`src/rtl/timer_pwm.sv`:
```
`default_nettype none
// ============================================================================
// Module      : timer_pwm
// Description : Compare/PWM stage behind the 8-bit timer. Double-buffered
//               duty registers, per-channel polarity/enable, flags and irq.
// Revision    : 1.0 - initial release
// ============================================================================
module timer_pwm #(
    parameter int NCH = 4,
    parameter int DW  = 8
) (
    input  logic            clk,
    input  logic            rst_n,
    input  logic            wr_en,
    input  logic            rd_en,
    input  logic [2:0]      addr,
    input  logic [7:0]      wdata,
    output logic [7:0]      rdata,
    input  logic [DW-1:0]   tmr_cnt,
    input  logic            tmr_ovf,
    input  logic            tmr_run,
    output logic [NCH-1:0]  pwm_out,
    output logic            irq
);

    localparam logic [2:0] c_ADDR_CTRL   = 3'd4;
    localparam logic [2:0] c_ADDR_STATUS = 3'd5;
    localparam logic [2:0] c_ADDR_PEND3  = 3'd6;

    typedef enum logic [0:0] {
        ST_IDLE    = 1'b0,
        ST_PENDING = 1'b1
    } upd_state_t;

    logic [6:0]     r_ctrl;
    logic           r_ovf_flag;
    logic [NCH-1:0] r_cmp_flag;
    logic [NCH-1:0] r_pwm;
    logic           r_irq;
    logic [7:0]     r_rdata;

    logic [NCH-1:0] w_pwm_nxt;
    logic [NCH-1:0] w_cmp_set;
    logic [NCH-1:0] w_pend;
    logic [3:0]     w_pend4;
    logic [3:0]     w_cmp4;
    logic [7:0]     w_sh4 [4];
    logic           w_wr_status;
    logic [7:0]     w_rd_mux;

    assign w_wr_status = wr_en && (addr == c_ADDR_STATUS);

    generate
        for (genvar ch = 0; ch < NCH; ch++) begin : g_ch
            upd_state_t    r_state;
            upd_state_t    w_state_nxt;
            logic [DW-1:0] r_duty_sh;
            logic [DW-1:0] r_duty_act;
            logic          w_wr;
            logic          w_load;
            logic          w_raw;

            assign w_wr   = wr_en && (addr == 3'(ch));
            // A stopped timer loads immediately; a running one waits for the wrap.
            assign w_load = (r_state == ST_PENDING) && (tmr_ovf || !tmr_run);
            assign w_raw  = (tmr_cnt < r_duty_act);

            always_comb begin
                w_state_nxt = r_state;
                case (r_state)
                    ST_IDLE:    if (w_wr) w_state_nxt = ST_PENDING;
                    ST_PENDING: if (!w_wr && w_load) w_state_nxt = ST_IDLE;
                    default:    w_state_nxt = ST_IDLE;
                endcase
            end

            always_ff @(posedge clk or negedge rst_n) begin
                if (!rst_n) begin
                    r_state    <= ST_IDLE;
                    r_duty_sh  <= '0;
                    r_duty_act <= '0;
                end else begin
                    r_state <= w_state_nxt;
                    if (w_load) r_duty_act <= r_duty_sh;
                    if (w_wr)   r_duty_sh  <= wdata[DW-1:0];
                end
            end

            assign w_pend[ch]    = (r_state == ST_PENDING);
            assign w_pwm_nxt[ch] = r_ctrl[ch] ? (w_raw ^ r_ctrl[4]) : r_ctrl[4];
            assign w_cmp_set[ch] = tmr_run && r_ctrl[ch] && (tmr_cnt == r_duty_act);
            assign w_pend4[ch]   = w_pend[ch];
            assign w_cmp4[ch]    = r_cmp_flag[ch];
            assign w_sh4[ch]     = 8'(r_duty_sh);
        end

        for (genvar ch = NCH; ch < 4; ch++) begin : g_pad
            assign w_pend4[ch] = 1'b0;
            assign w_cmp4[ch]  = 1'b0;
            assign w_sh4[ch]   = 8'h00;
        end
    endgenerate

    always_comb begin
        w_rd_mux = 8'h00;
        case (addr)
            3'd0, 3'd1, 3'd2, 3'd3: w_rd_mux = w_sh4[addr[1:0]];
            c_ADDR_CTRL:            w_rd_mux = {1'b0, r_ctrl};
            c_ADDR_STATUS:          w_rd_mux = {w_pend4[2:0], w_cmp4, r_ovf_flag};
            c_ADDR_PEND3:           w_rd_mux = {7'b0, w_pend4[3]};
            default:                w_rd_mux = 8'h00;
        endcase
    end

    // Flag set has priority over a simultaneous write-1-to-clear.
    always_ff @(posedge clk or negedge rst_n) begin
        if (!rst_n) begin
            r_ctrl     <= '0;
            r_ovf_flag <= 1'b0;
            r_cmp_flag <= '0;
            r_pwm      <= '0;
            r_irq      <= 1'b0;
            r_rdata    <= '0;
        end else begin
            if (wr_en && (addr == c_ADDR_CTRL)) r_ctrl <= wdata[6:0];
            r_ovf_flag <= tmr_ovf || (r_ovf_flag && !(w_wr_status && wdata[0]));
            for (int ch = 0; ch < NCH; ch++) begin
                r_cmp_flag[ch] <= w_cmp_set[ch] ||
                                  (r_cmp_flag[ch] && !(w_wr_status && wdata[ch+1]));
            end
            r_pwm <= w_pwm_nxt;
            r_irq <= (r_ovf_flag && r_ctrl[5]) || ((|r_cmp_flag) && r_ctrl[6]);
            if (rd_en) r_rdata <= w_rd_mux;
        end
    end

    assign pwm_out = r_pwm;
    assign irq     = r_irq;
    assign rdata   = r_rdata;

endmodule
`default_nettype wire

```
`config.mk`:
```
export PLATFORM = sky130hd
export DESIGN_NAME = timer_pwm
export DESIGN_NICKNAME = d
export VERILOG_FILES = /design/src/rtl/timer_pwm.sv
export SDC_FILE = /design/constraint.sdc
export NUM_CORES = 1
export LEC_CHECK = 0
export CAP_MARGIN = 30
export CORE_ASPECT_RATIO = 0.75
export CORE_MARGIN = 2
export CORE_UTILIZATION = 53
export DETAILED_ROUTE_END_ITERATION = 7
export PLACE_DENSITY_LB_ADDON = 0.3
export SLEW_MARGIN = 15
export SYNTH_ARGS = -nofsm -noshare
export SYNTH_HDL_FRONTEND = slang
export SYNTH_SLANG_ARGS = --single-unit
```
`constraint.sdc`:
```
create_clock -name clk -period 2 [get_ports clk]
set_clock_uncertainty 0.05 [all_clocks]
set_input_delay 0.3 -clock clk [delete_from_list [all_inputs] [get_ports clk]]
set_output_delay 0.3 -clock clk [all_outputs]
set_load 0.02 [all_outputs]
```
Word-level counts from Yosys, hierarchy flattened
Cells that the tools add are included.
- bits of input ports: 25
- register bits: 93
- logic and storage cells: 116
- output and inout port bits: 13
- muxes and demuxes: 20
- eq/ne operators: 10
- magnitude comparators: 5
- bitwise logic cells: 9
- reductions and logical operators: 54
- operator list (cell ; count):
    1-bit logical AND ; 34
    8-bit equality test ; 4
    8-bit less-than comparator ; 4
    8-bit one-hot mux with 4 select lines ; 1
    8-bit binary-select mux with 2-bit select ; 1
    8-bit 2-to-1 mux ; 2
    1-bit 2-to-1 mux ; 12
    1-bit zero test ; 10
    3-bit equality test, second input constant ; 3
    1-bit one-hot mux with 2 select lines ; 4
    4-bit OR reduction ; 2
    1-bit logical OR ; 7
    3-bit by 2-bit equality test with 1-bit output, second input constant ; 2
    1-bit inverter ; 4
    1-bit XOR ; 4
    3-bit by 1-bit equality test with 1-bit output, second input constant ; 1
    3-bit >= comparator, second input constant ; 1
    3-bit zero test ; 1
    2-bit inverter with 3-bit output ; 1

Longest topological paths before layout
Gate-level depths: netlist (run 1).
- word-level depth: 6
- depth in mapped cells: 7
- mapped depth without buffers: 6

Least setup slack after synthesis (run 1)
No wires, ideal clock.
- path kind: register to register
- start: register g_ch[1].r_duty_act[5]
- end: register r_pwm[1] (netlist: pwm_out[1])
- path slack: 0.458 ns
- clock period less this slack: 1.542 ns
- required time: 1.800 ns
- setup time: 0.150 ns
- arrival: 1.342 ns
- path buffers: 0
- cell stages (with the launch flop): 7
- cell sequence: dfrtp_1 inv_1 ha_1 a211o_1 o2111a_1 a311oi_1 o311ai_0
- longest elaborated chain between the ends: 3
- ends and longest elaborated chain (item ; RTL line ; text):
    start: declaration ; 58 ; logic [DW-1:0] r_duty_act;
    start signal: assignment ; 84 ; if (w_load) r_duty_act <= r_duty_sh;
    8-bit less-than comparator ; 66 ; assign w_raw = (tmr_cnt < r_duty_act);
    1-bit XOR ; 90 ; assign w_pwm_nxt[ch] = r_ctrl[ch] ? (w_raw ^ r_ctrl[4]) : r_ctrl[4];
    1-bit 2-to-1 mux ; 90 ;
    via w_pwm_nxt[1] ; 42 ; logic [NCH-1:0] w_pwm_nxt;
    end signal: assignment ; 131 ; r_pwm <= w_pwm_nxt;
    end: declaration ; 38 ; logic [NCH-1:0] r_pwm;
The timed path passes the listed nets, and every way through them passes these cells.
A chain may end at the register's enable or synchronous reset.

Worst setup path in the final report (run 1)
- start: input port tmr_cnt[5]
- end: register r_pwm[1] (netlist: pwm_out[1])
- longest elaborated chain between the ends: 3
- ends and longest elaborated chain (item ; RTL line ; text):
    start: declaration ; 19 ; input logic [DW-1:0] tmr_cnt,
    8-bit less-than comparator ; 66 ;
    1-bit XOR ; 90 ;
    1-bit 2-to-1 mux ; 90 ;
    via w_pwm_nxt[1] ; 42 ;
The timed path passes the listed nets, and every way through them passes these cells.

==> metrics, run 1 <==
outcome=completed; min Tclk post-route=1882 ps; CTS tree=built; Root Buffer=clkbuf_16; Slew @ Worst Pin=583.7 ps; Pins Over Slew Limit=0; Clock transition at path regs=70 ps; CP arrival=2010 ps; most frequent cells in the layout=dfrtp_1 (93), mux2_2 (71), clkdlybuf4s50_1 (36); FFs w/ async S/R, synth=1.000; leak pwr=2.687 nW; WL final=11890 um; CTS Sinks=93; CP max stage delay=510 ps; Logic pwr share=0.307; Synth Cell Area=4846 um^2; pwr dens=1126 nW/um^2; vias per cell=5.774; Post-Synthesis Cells=392; GPL Wtd Cong=0.8453; period utilization=0.9410; Final ANT Viol Nets=0; CP Launch Type=input port; Hold Path Class=in -> async; die area=9932 um^2; GRT overflow=0; Core Box Area=8971 um^2; largest net degree at the start of global routing=50; count of cell types in the netlist=45; sequential power share=0.424; YS warnings=0; Hold Vio Cnt, Final=0; sw power=2.095 mW; # nets final=515; CP Class=in -> reg; Power Internal=4.488 mW; RR Startpoint=g_ch[1].r_duty_act[5]; Setup crit end kind=register; max cap viols=0; RSZ-0062 raised after global routing=no; synthesis-to-layout area growth=20.63%; Die H=86.81 um; most common cell after layout, fill and taps aside=dfrtp_1; Most used DFF post-synth=dfrtp_1; fillcell total=700; sequential-to-total area share from yosys stat=0.4802; largest area contributor in the netlist=dfrtp_1; Worst setup startpoint=tmr_cnt[5]; CP endpoint=pwm_out[1]; Syn Nets=449; H-tree levels=3; CTS Buf Count=9; total track usage=0.2616; WL per Instance=20.69 um; Worst Path Max Fanout=4; Ports=38; setup bufs post-CTS=0; Finish-stage setup viols=0; FF+latch area=2327 um^2; vias in the first global route=3477; setup tns final=0 ps; r2r worst-path depth=6; crit-path cells=clkdlybuf4s50_1 > ha_1 > a211o_1 > o2111a_1 > a311oi_1 > o311ai_0; Net Sw Frac=0.3182; number of synthesized flops with an enable pin=0; pre-CTS WS=-187.2 ps; starting density of the core=0.5402; R2R Path End=pwm_out[1]; FF+latch count, synth=93; initial antenna violation count=0; maximum clock path buffer count=2; std cell rows=30; Die Span X=114.4 um; Synth top area share=0.4802; Detailed Route Iter0 Violations=227; leading post-synthesis cells by cell area=dfrtp_1 (48%), mux2_2 (16%), ha_1 (8.3%), mux4_1 (2.7%), inv_1 (2.5%); fmax=0.5313 GHz; number of gates resized after CTS=0; final setup margin=118.0 ps; CTS Hold Bufs=1; via count=3320; # port buffers=37; syn avg cell area=12.36 um^2; dpl hpwl=8878 um; Worst Hold Slack=325.8 ps; non-filler instance count after layout=575; Ant. Diodes=0; clk_lat worst skew=350 ps; slowest CP cell=clkdlybuf4s50_1; Cells after DPL=558; clock power share=0.269; Worst EP required=2130 ps; first-pass GRT wire length=19020 um; reg2reg setup slack=260 ps; DRC=0; share of final-layout standard cells stronger than drive strength 1=0.2700; multi-input gate area in the final layout=2311 um^2; Max IR drop VDD=0.6958 mV; Slew headroom=0.6096; DRT Pass-1 Iters=4
## sequential cells by signal (all words and copies together), names as in the netlist
register         flops
r_ovf_flag           1
irq                  1
g_ch.r_duty_sh      32
g_ch.r_state         4
r_cmp_flag           4
r_ctrl               7
g_ch.r_duty_act     32
pwm_out              4
rdata                8
## critical path: cells and delay by family
kind                       cells  cell delay [ps]
AOI/OAI and AO/OA              4              860
adders and majority gates      1              350
buffers and inverters          1              510
## stage by stage
stage / util / total power, mW / cell area [um^2]
final: 0.6516 / 6.583 / 5846
after global routing: 0.6516 / 6.980 / 5846
after CTS: 0.6516 / 6.617 / 5846
after detailed placement: 0.6160 / 4.815 / 5527
after global placement: 0.6160 / 4.711 / 5527
after floorplan: - / 3.996 / 4846
## synthesized netlist by cell type, types with 2 or more instances
| cell | number |
|---|---|
| dfrtp_1 | 93 |
| mux2_2 | 71 |
| ha_1 | 32 |
| inv_1 | 32 |
| nand2_1 | 24 |
| a21oi_1 | 17 |
| nor2_1 | 17 |
| nand4_1 | 10 |
| mux2i_1 | 8 |
| a211o_1 | 6 |
| and2_1 | 6 |
| nand2b_1 | 6 |
| a21o_1 | 5 |
| mux4_1 | 5 |
| nor2b_1 | 5 |
| o211ai_1 | 5 |
| a311oi_1 | 4 |
| nand3_1 | 4 |
| o21bai_1 | 4 |
| buf_2 | 3 |
| buf_6 | 3 |
| clkbuf_1 | 3 |
| o2111a_1 | 3 |
| o31ai_1 | 3 |
| mux4_2 | 2 |
| o311ai_0 | 2 |
## routing by layer
metal,part of all wire,global-route usage,vias to the layer above
met5,0,0,-
li1,-,-,1563
met4,0.029,0.09645,0
met2,0.47,0.4207,90
met3,0.052,0.05385,30
met1,0.45,0.3542,1637
## kinds of logic after synthesis
| group | after synthesis | share of synthesized area |
|---|---|---|
| flip-flops | 93 | 0.4802 |
| multiplexers | 86 | 0.2179 |
| AND/OR/NAND/NOR | 81 | 0.09192 |
| AO/OA/AOI/OAI | 57 | 0.08443 |
| buffers and inverters | 43 | 0.04286 |
| adder cells (fa/ha/maj) | 32 | 0.08262 |
## power by group through the flow
| stage | Combinational [mW] | Clock, mW | Sequential (mW) |
|---|---|---|---|
| global route | 2.25 | 1.88 | 2.85 |
| finish | 2.02 | 1.77 | 2.79 |
| detailed placement | 2.00 | 0 | 2.82 |
| floorplan | 1.26 | 0 | 2.74 |
| CTS | 2.03 | 1.80 | 2.79 |
| global placement | 1.93 | 0 | 2.78 |
## worst min-delay path by stage
stage | endpoint | cells after the start
2_1_floorplan | g_ch[0].r_duty_act[0] | 0
3_3_place_gp | g_ch[1].r_duty_sh[2] | 1
3_5_place_dp | g_ch[2].r_duty_act[2] | 1
4_1_cts | g_ch[3].r_duty_sh[3] | 2
5_1_grt | g_ch[3].r_duty_sh[3] | 2
6_report | g_ch[3].r_duty_sh[3] | 2
## layout make-up
cell class,instances,share of cell area
Clock buffer,10,0.04088
Clock inverter,6,0.01199
Inverter,32,0.02055
Multi-Input combinational cell,256,0.3953
Sequential cell,93,0.3981
Tap cell,112,0.02397
Timing Repair Buffer,66,0.1092
(Power assumes the default switching activity.)
==> run 2: changes to the inputs <==
--- a/config.mk
+++ b/config.mk
@@ -8,7 +8,7 @@
 export CAP_MARGIN = 30
 export CORE_ASPECT_RATIO = 0.75
 export CORE_MARGIN = 2
-export CORE_UTILIZATION = 53
+export CORE_UTILIZATION = 44
 export DETAILED_ROUTE_END_ITERATION = 7
 export PLACE_DENSITY_LB_ADDON = 0.3
 export SLEW_MARGIN = 15
==> run 2 against run 1 <==
Compared with the run above:
- core utilization shrank 11 points
- first-iteration DRC count is 27% lower
- cell count rose by 3.8%
- non-clock buffer count decreased by 6
- sequential power about the same
- hold slack better by 25 ps
- largest power group unchanged
==> metrics, run 2 (synthesis results as in run 1) <==
GPL Wtd Cong=0.8266 (-2.2%); Clock transition at path regs=60 ps (about the same); most common cell after layout, fill and taps aside=dfrtp_1; RSZ-0062 raised after global routing=no; min Tclk post-route=1853 ps (-29.32 ps); setup bufs post-CTS=0 (unchanged); CP Class=in -> reg; Ports=38 (unchanged); Worst EP required=2230 ps (+100 ps); CTS Buf Count=9 (unchanged); # port buffers=37 (unchanged); M1 GR Usage=0.2900 (-0.06413); overall power=6.563 mW (-0.30%); dpl hpwl=8938 um (+0.68%); fmax=0.5398 GHz (+1.6%); Net Sw Frac=0.3091 (-0.009135); H-tree levels=3 (unchanged); share of final-layout standard cells stronger than drive strength 1=0.2582 (-0.01177); period utilization=0.9264 (-0.01466); Hold Vio Cnt, Final=0 (unchanged); Power Internal=4.534 mW (+1.0%); Ant. Diodes=0 (unchanged); clk_lat worst skew=350 ps (about the same); CP arrival=2080 ps (+70 ps); maximum clock path buffer count=2 (unchanged); initial antenna violation count=0 (unchanged); Finish-stage setup viols=0 (unchanged); # nets final=509 (-1.2%); leak pwr=2.668 nW (-0.72%); Setup crit end kind=register; M3 GR Usage=0.05666 (+0.002811); largest net degree at the start of global routing=46 (-8.0%); DRT Pass-1 Iters=4 (unchanged); most frequent cells in the layout=dfrtp_1 (93), mux2_2 (71), clkdlybuf4s50_1 (36); sequential power share=0.425 (about the same); WL final=11730 um (-1.4%); Slew @ Worst Pin=572.9 ps (-10.77 ps); Root Buffer=clkbuf_16; CTS Sinks=93 (unchanged); DRC=0 (unchanged); pwr dens=1116 nW/um^2 (-0.88%); placed instance area=5554 um^2 (+0.50%); final instance area=5879 um^2 (+0.58%); GRT Max-Usage Layer=met2; starting density of the core=0.4480 (-0.09221); vias per cell=5.504 (-4.7%); Worst Path Max Fanout=4 (unchanged); Pins Over Slew Limit=0 (unchanged); Hold Path Class=in -> async; number of gates resized after CTS=0 (unchanged); die area=11880 um^2 (+20%); CTS Hold Bufs=1 (unchanged); first-pass GRT wire length=18950 um (-0.33%); Die H=94.89 um (+9.3%); Core Box Area=10820 um^2 (+21%); synthesis-to-layout area growth=21.33%; CTS tree=built; std cell rows=33 (+10%); Max IR drop VDD=0.4917 mV (-29%); total track usage=0.2118 (-0.04978); WL per Instance=19.65 um (-5.0%); outcome=completed; CP Launch Type=input port; RR Startpoint=g_ch[0].r_duty_act[5]; Worst Hold Slack=351.0 ps (+25.16 ps); Detailed Route Iter0 Violations=166 (-27%); max cap viols=0 (unchanged); Final ANT Viol Nets=0 (unchanged); Worst setup startpoint=tmr_cnt[5]; Slew headroom=0.6168 (+0.007200); via count=3286 (-1.0%); vias in the first global route=3429 (-1.4%); fillcell total=964 (+38%); GRT overflow=0 (unchanged); Logic pwr share=0.296 (-0.011); clock power share=0.279 (+0.010); Die Span X=125.2 um (+9.4%); routing usage on met2=0.3370 (-0.08370); sw power=2.029 mW (-3.2%)
[run 2: power by group through the flow]
| stage | combinational [mW] | clock, mW | sequential [mW] |
|---|---|---|---|
| after CTS | 1.96 | 1.85 | 2.79 |
| after detailed placement | 1.95 | 0 | 2.83 |
| after global routing | 2.18 | 1.93 | 2.86 |
| final | 1.95 | 1.83 | 2.79 |
| after global placement | 1.88 | 0 | 2.80 |
| after floorplan | 1.26 | 0 | 2.74 |
[run 2: through the flow]
stage	TNS, ps	utilization	setup slack, ps	cells
after floorplan	0	-	458.0	392
after CTS	0	0.5435	162.0	597
final	0	0.5435	147.3	597
after global routing	0	0.5435	80.70	597
after global placement	-564.6	0.5134	-92.57	580
after detailed placement	-983.4	0.5134	-204.1	580
[run 2: per-layer routing]
layer  wire length (um)  part of all wire  vias up
met1               5559              0.47     1655
met2               5403              0.46       64
met3                564             0.048       17
met5                  0                 0        -
li1                   -                 -     1550
met4                205             0.017        0
[run 2: critical path, stage by stage]
cell,delay [ps]
clkdlybuf4s50_1,500
ha_1,350
a211o_1,300
a2111oi_0,440
a311oi_1,80
nand3_1,110
[run 2: final timing paths]
path / end / slack, ps / cells after the start
worst min-delay path: g_ch[3].r_duty_sh[2] / 350 / 2
worst min register to register: g_ch[1].r_duty_act[7] / 460 / 1
min in group clk: g_ch[1].r_duty_act[7] / 460 / 1
worst max register to register: pwm_out[0] / 270 / 6
worst max-delay path: pwm_out[0] / 150 / 6
max in group asynchronous: r_ovf_flag / 910 / 3
[run 2: layout make-up]
| class | count | area (um^2) | share of cell area |
|---|---|---|---|
| clock buffers | 10 | 229.0 | 0.03894 |
| well taps | 140 | 175.2 | 0.02979 |
| multi-input cells | 256 | 2311 | 0.3931 |
| repair buffers | 60 | 630.6 | 0.1073 |
| flip-flops and latches | 93 | 2327 | 0.3958 |
| clock inverters | 6 | 86.33 | 0.01468 |
| inverters | 32 | 120.1 | 0.02043 |
==> run 3: changes to the inputs <==
--- a/config.mk
+++ b/config.mk
@@ -5,12 +5,15 @@
 export SDC_FILE = /design/constraint.sdc
 export NUM_CORES = 1
 export LEC_CHECK = 0
+export ABC_AREA = 1
 export CAP_MARGIN = 30
 export CORE_ASPECT_RATIO = 0.75
 export CORE_MARGIN = 2
 export CORE_UTILIZATION = 44
+export CTS_CLUSTER_DIAMETER = 80
 export DETAILED_ROUTE_END_ITERATION = 7
 export PLACE_DENSITY_LB_ADDON = 0.3
+export RECOVER_POWER = 25
 export SLEW_MARGIN = 15
 export SYNTH_ARGS = -nofsm -noshare
 export SYNTH_HDL_FRONTEND = slang
==> run 3 against run 2 <==
Compared with the run above:
- register-to-register slack gained 220 ps
- sequential share of layout area grew 1.3 points
- global-route usage is 2.9 points higher
- design area shrank 3.2%
- via count is 27% higher
- first-iteration DRC count increased by 120%
- largest cell class unchanged
- largest power group unchanged
==> metrics, run 3 <==
Root Buffer=clkbuf_16; Slew @ Worst Pin=961.3 ps (+388.3 ps); count of cell types in the netlist=21 (-53%); share of the synthesized area in compound gates (AO/OA/AOI/OAI)=0.09797 (+0.01354); CTS tree=built; RSZ-0062 raised after global routing=no; FF+latch count, synth=93 (unchanged); reg2reg setup slack=490 ps (+220 ps); dpl hpwl=9773 um (+9.3%); fillcell total=982 (+1.9%); Die H=93.99 um (-0.94%); min Tclk post-route=1678 ps (-175.0 ps); sequential power share=0.444 (+0.019); Synth Area in XOR/XNOR=0 (unchanged); setup tns final=0 ps (unchanged); initial antenna violation count=0 (unchanged); Detailed Route Iter0 Violations=364 (+120%); clk_lat worst skew=350 ps (about the same); Post-Synthesis Cells=609 (+55%); Logic pwr share=0.246 (-0.050); Slew headroom=0.3592 (-0.2577); Hold Vio Cnt, Final=0 (unchanged); # port buffers=37 (unchanged); top cells by count, synth=nand2_1 (256), dfrtp_1 (93), o21ai_0 (83), inv_1 (73), ha_1 (32); Finish-stage setup viols=0 (unchanged); sw power=1.838 mW (-9.4%); critical path's top delay family=buffers and inverters; Setup crit end kind=primary output; post-synthesis adder-cell area fraction=0.08428 (+0.001654); YS warnings=0 (unchanged); r2r worst-path depth=9 (+3); number of synthesized flops with an enable pin=0 (unchanged); CP Class=reg -> out; Worst Path Max Fanout=2 (-2); via count=4157 (+27%); Syn Nets=666 (+48%); most common cell after layout, fill and taps aside=nand2_1; Pins Over Slew Limit=0 (unchanged); H-tree levels=3 (unchanged); CTS Buf Count=9 (unchanged); clock power share=0.311 (+0.032); vias per cell=5.164 (-6.2%); Ant. Diodes=0 (unchanged); pre-CTS WS=39.01 ps (+243.1 ps); DRC=0 (unchanged); Synth Area in Simple Gates=0.2473 (+0.1554); Synth Cell Area=4751 um^2 (-2.0%); critical path depth=1 (-5); worst path buffer plus inverter count=1 (unchanged); final setup margin=322.3 ps (+175.0 ps); largest area contributor in the netlist=dfrtp_1; fmax=0.5960 GHz (+10%); leading post-synthesis cells by cell area=dfrtp_1 (49%), nand2_1 (20%), o21ai_0 (8.7%), ha_1 (8.4%), inv_1 (5.8%); Most used DFF post-synth=dfrtp_1; Power Internal=3.846 mW (-15%); synthesis-to-layout area growth=19.83%; Max IR drop VDD=0.4623 mV (-6.0%); Die Span X=124.0 um (-0.95%); maximum clock path buffer count=2 (unchanged); slowest CP cell=clkdlybuf4s50_1; Worst EP required=1650 ps (-580 ps); largest net degree at the start of global routing=36 (-22%); CP Launch Type=register; std cell rows=32 (-3.0%); Ports=38 (unchanged); CP arrival=1330 ps (-750 ps); die area=11650 um^2 (-1.9%); post-synthesis mux area share=0.004741 (-0.2132); Core Box Area=10410 um^2 (-3.8%); Worst Hold Slack=430.3 ps (+79.32 ps); DRT Pass-1 Iters=6 (+2); WL final=12800 um (+9.1%); main combinational cell family by area after synthesis=simple AND/OR/NAND/NOR gates; Net Sw Frac=0.3233 (+0.01423); syn avg cell area=7.801 um^2 (-37%); Hold Path Class=reg -> reg; GPL Wtd Cong=0.8874 (+7.4%); Clock transition at path regs=70 ps (about the same); vias in the first global route=4039 (+18%); period utilization=0.8389 (-0.08749); Final ANT Viol Nets=0 (unchanged); Hold Path Depth=2; sequential-to-total area share from yosys stat=0.4899 (+0.009613); starting density of the core=0.4564 (+0.008417); most numerous cell in the Yosys netlist=nand2_1; GRT overflow=0 (unchanged); pwr dens=998.3 nW/um^2 (-11%); crit-path cells=clkdlybuf4s50_1; FFs w/ async S/R, synth=1.000 (unchanged); most frequent cells in the layout=nand2_1 (256), dfrtp_1 (93), o21ai_0 (83); WL per Instance=15.90 um (-19%); max cap viols=0 (unchanged); CP max stage delay=610 ps (+110 ps); total track usage=0.2407 (+0.02884); Util after Layout=0.5469 (+0.003387); first-pass GRT wire length=20560 um (+8.5%); CTS Sinks=93 (unchanged); outcome=completed; share of final-layout standard cells stronger than drive strength 1=0.06876 (-0.1894); Synth top area share=0.4899 (+0.009613); leak pwr=2.915 nW (+9.3%); # nets final=721 (+42%)
run 3: cell count changes in the layout (fill, tap and decap cells not counted), sizes merged, moves of 8 or more:
cell   change
nand2    +234
o21ai     +81
mux2      -69
inv       +44
mux2i      -8
nor2       +8
run 3: cell type report:
| class | instances | area [um^2] | share of cell area |
|---|---|---|---|
| multi-input combinational | 426 | 2063 | 0.3624 |
| clock inverter | 6 | 71.32 | 0.01253 |
| clock buffer | 10 | 239.0 | 0.04198 |
| timing repair buffer | 58 | 536.8 | 0.09429 |
| inverter | 76 | 285.3 | 0.05011 |
| sequential | 93 | 2327 | 0.4088 |
| tap | 136 | 170.2 | 0.02989 |
run 3: logic make-up after synthesis:
group	Yosys count
mux	2
simple gates	299
fa+ha+maj	32
buf+inv	90
compound gates	93
flops	93
run 3: path summary, 6_finish.rpt:
| kind | from | to |
|---|---|---|
| worst max-delay path | rdata[2] | rdata[2] |
| worst min-delay path | rdata[6] | rdata[6] |
| worst min register to register | rdata[6] | rdata[6] |
| max in group asynchronous | rst_n | g_ch[0].r_state |
| worst max register to register | g_ch[3].r_duty_act[7] | pwm_out[3] |
| min in group asynchronous | rst_n | pwm_out[2] |
run 3: repair_timing:
item,CTS,global route
gates resized for setup,0,0
buffers inserted,0,0
setup endpoints to repair,0,0
hold buffers,1,0
endpoints found under the hold margin,14,0
run 3: power groups by stage:
stage | Clock (mW) | Sequential, mW | Combinational, mW
2_1_floorplan | 0 | 2.52 | 0.836
3_3_place_gp | 0 | 2.53 | 1.35
3_5_place_dp | 0 | 2.55 | 1.39
4_1_cts | 1.80 | 2.52 | 1.41
5_1_grt | 1.89 | 2.56 | 1.61
6_report | 1.76 | 2.52 | 1.40
run 3: layer usage:
metal	global-route usage	share of wire	vias up
met3	0.08617	0.092	16
met4	0.06648	0.012	0
met2	0.3585	0.44	165
met5	0	0	-
li1	-	-	2013
met1	0.3318	0.46	1963
run 3: through the flow:
stage	instances	total power, mW	area [um^2]
final	805	5.683	5693
after global routing	805	6.061	5693
after CTS	805	5.721	5697
after detailed placement	788	3.938	5376
after global placement	788	3.883	5376
after floorplan	609	3.359	4751
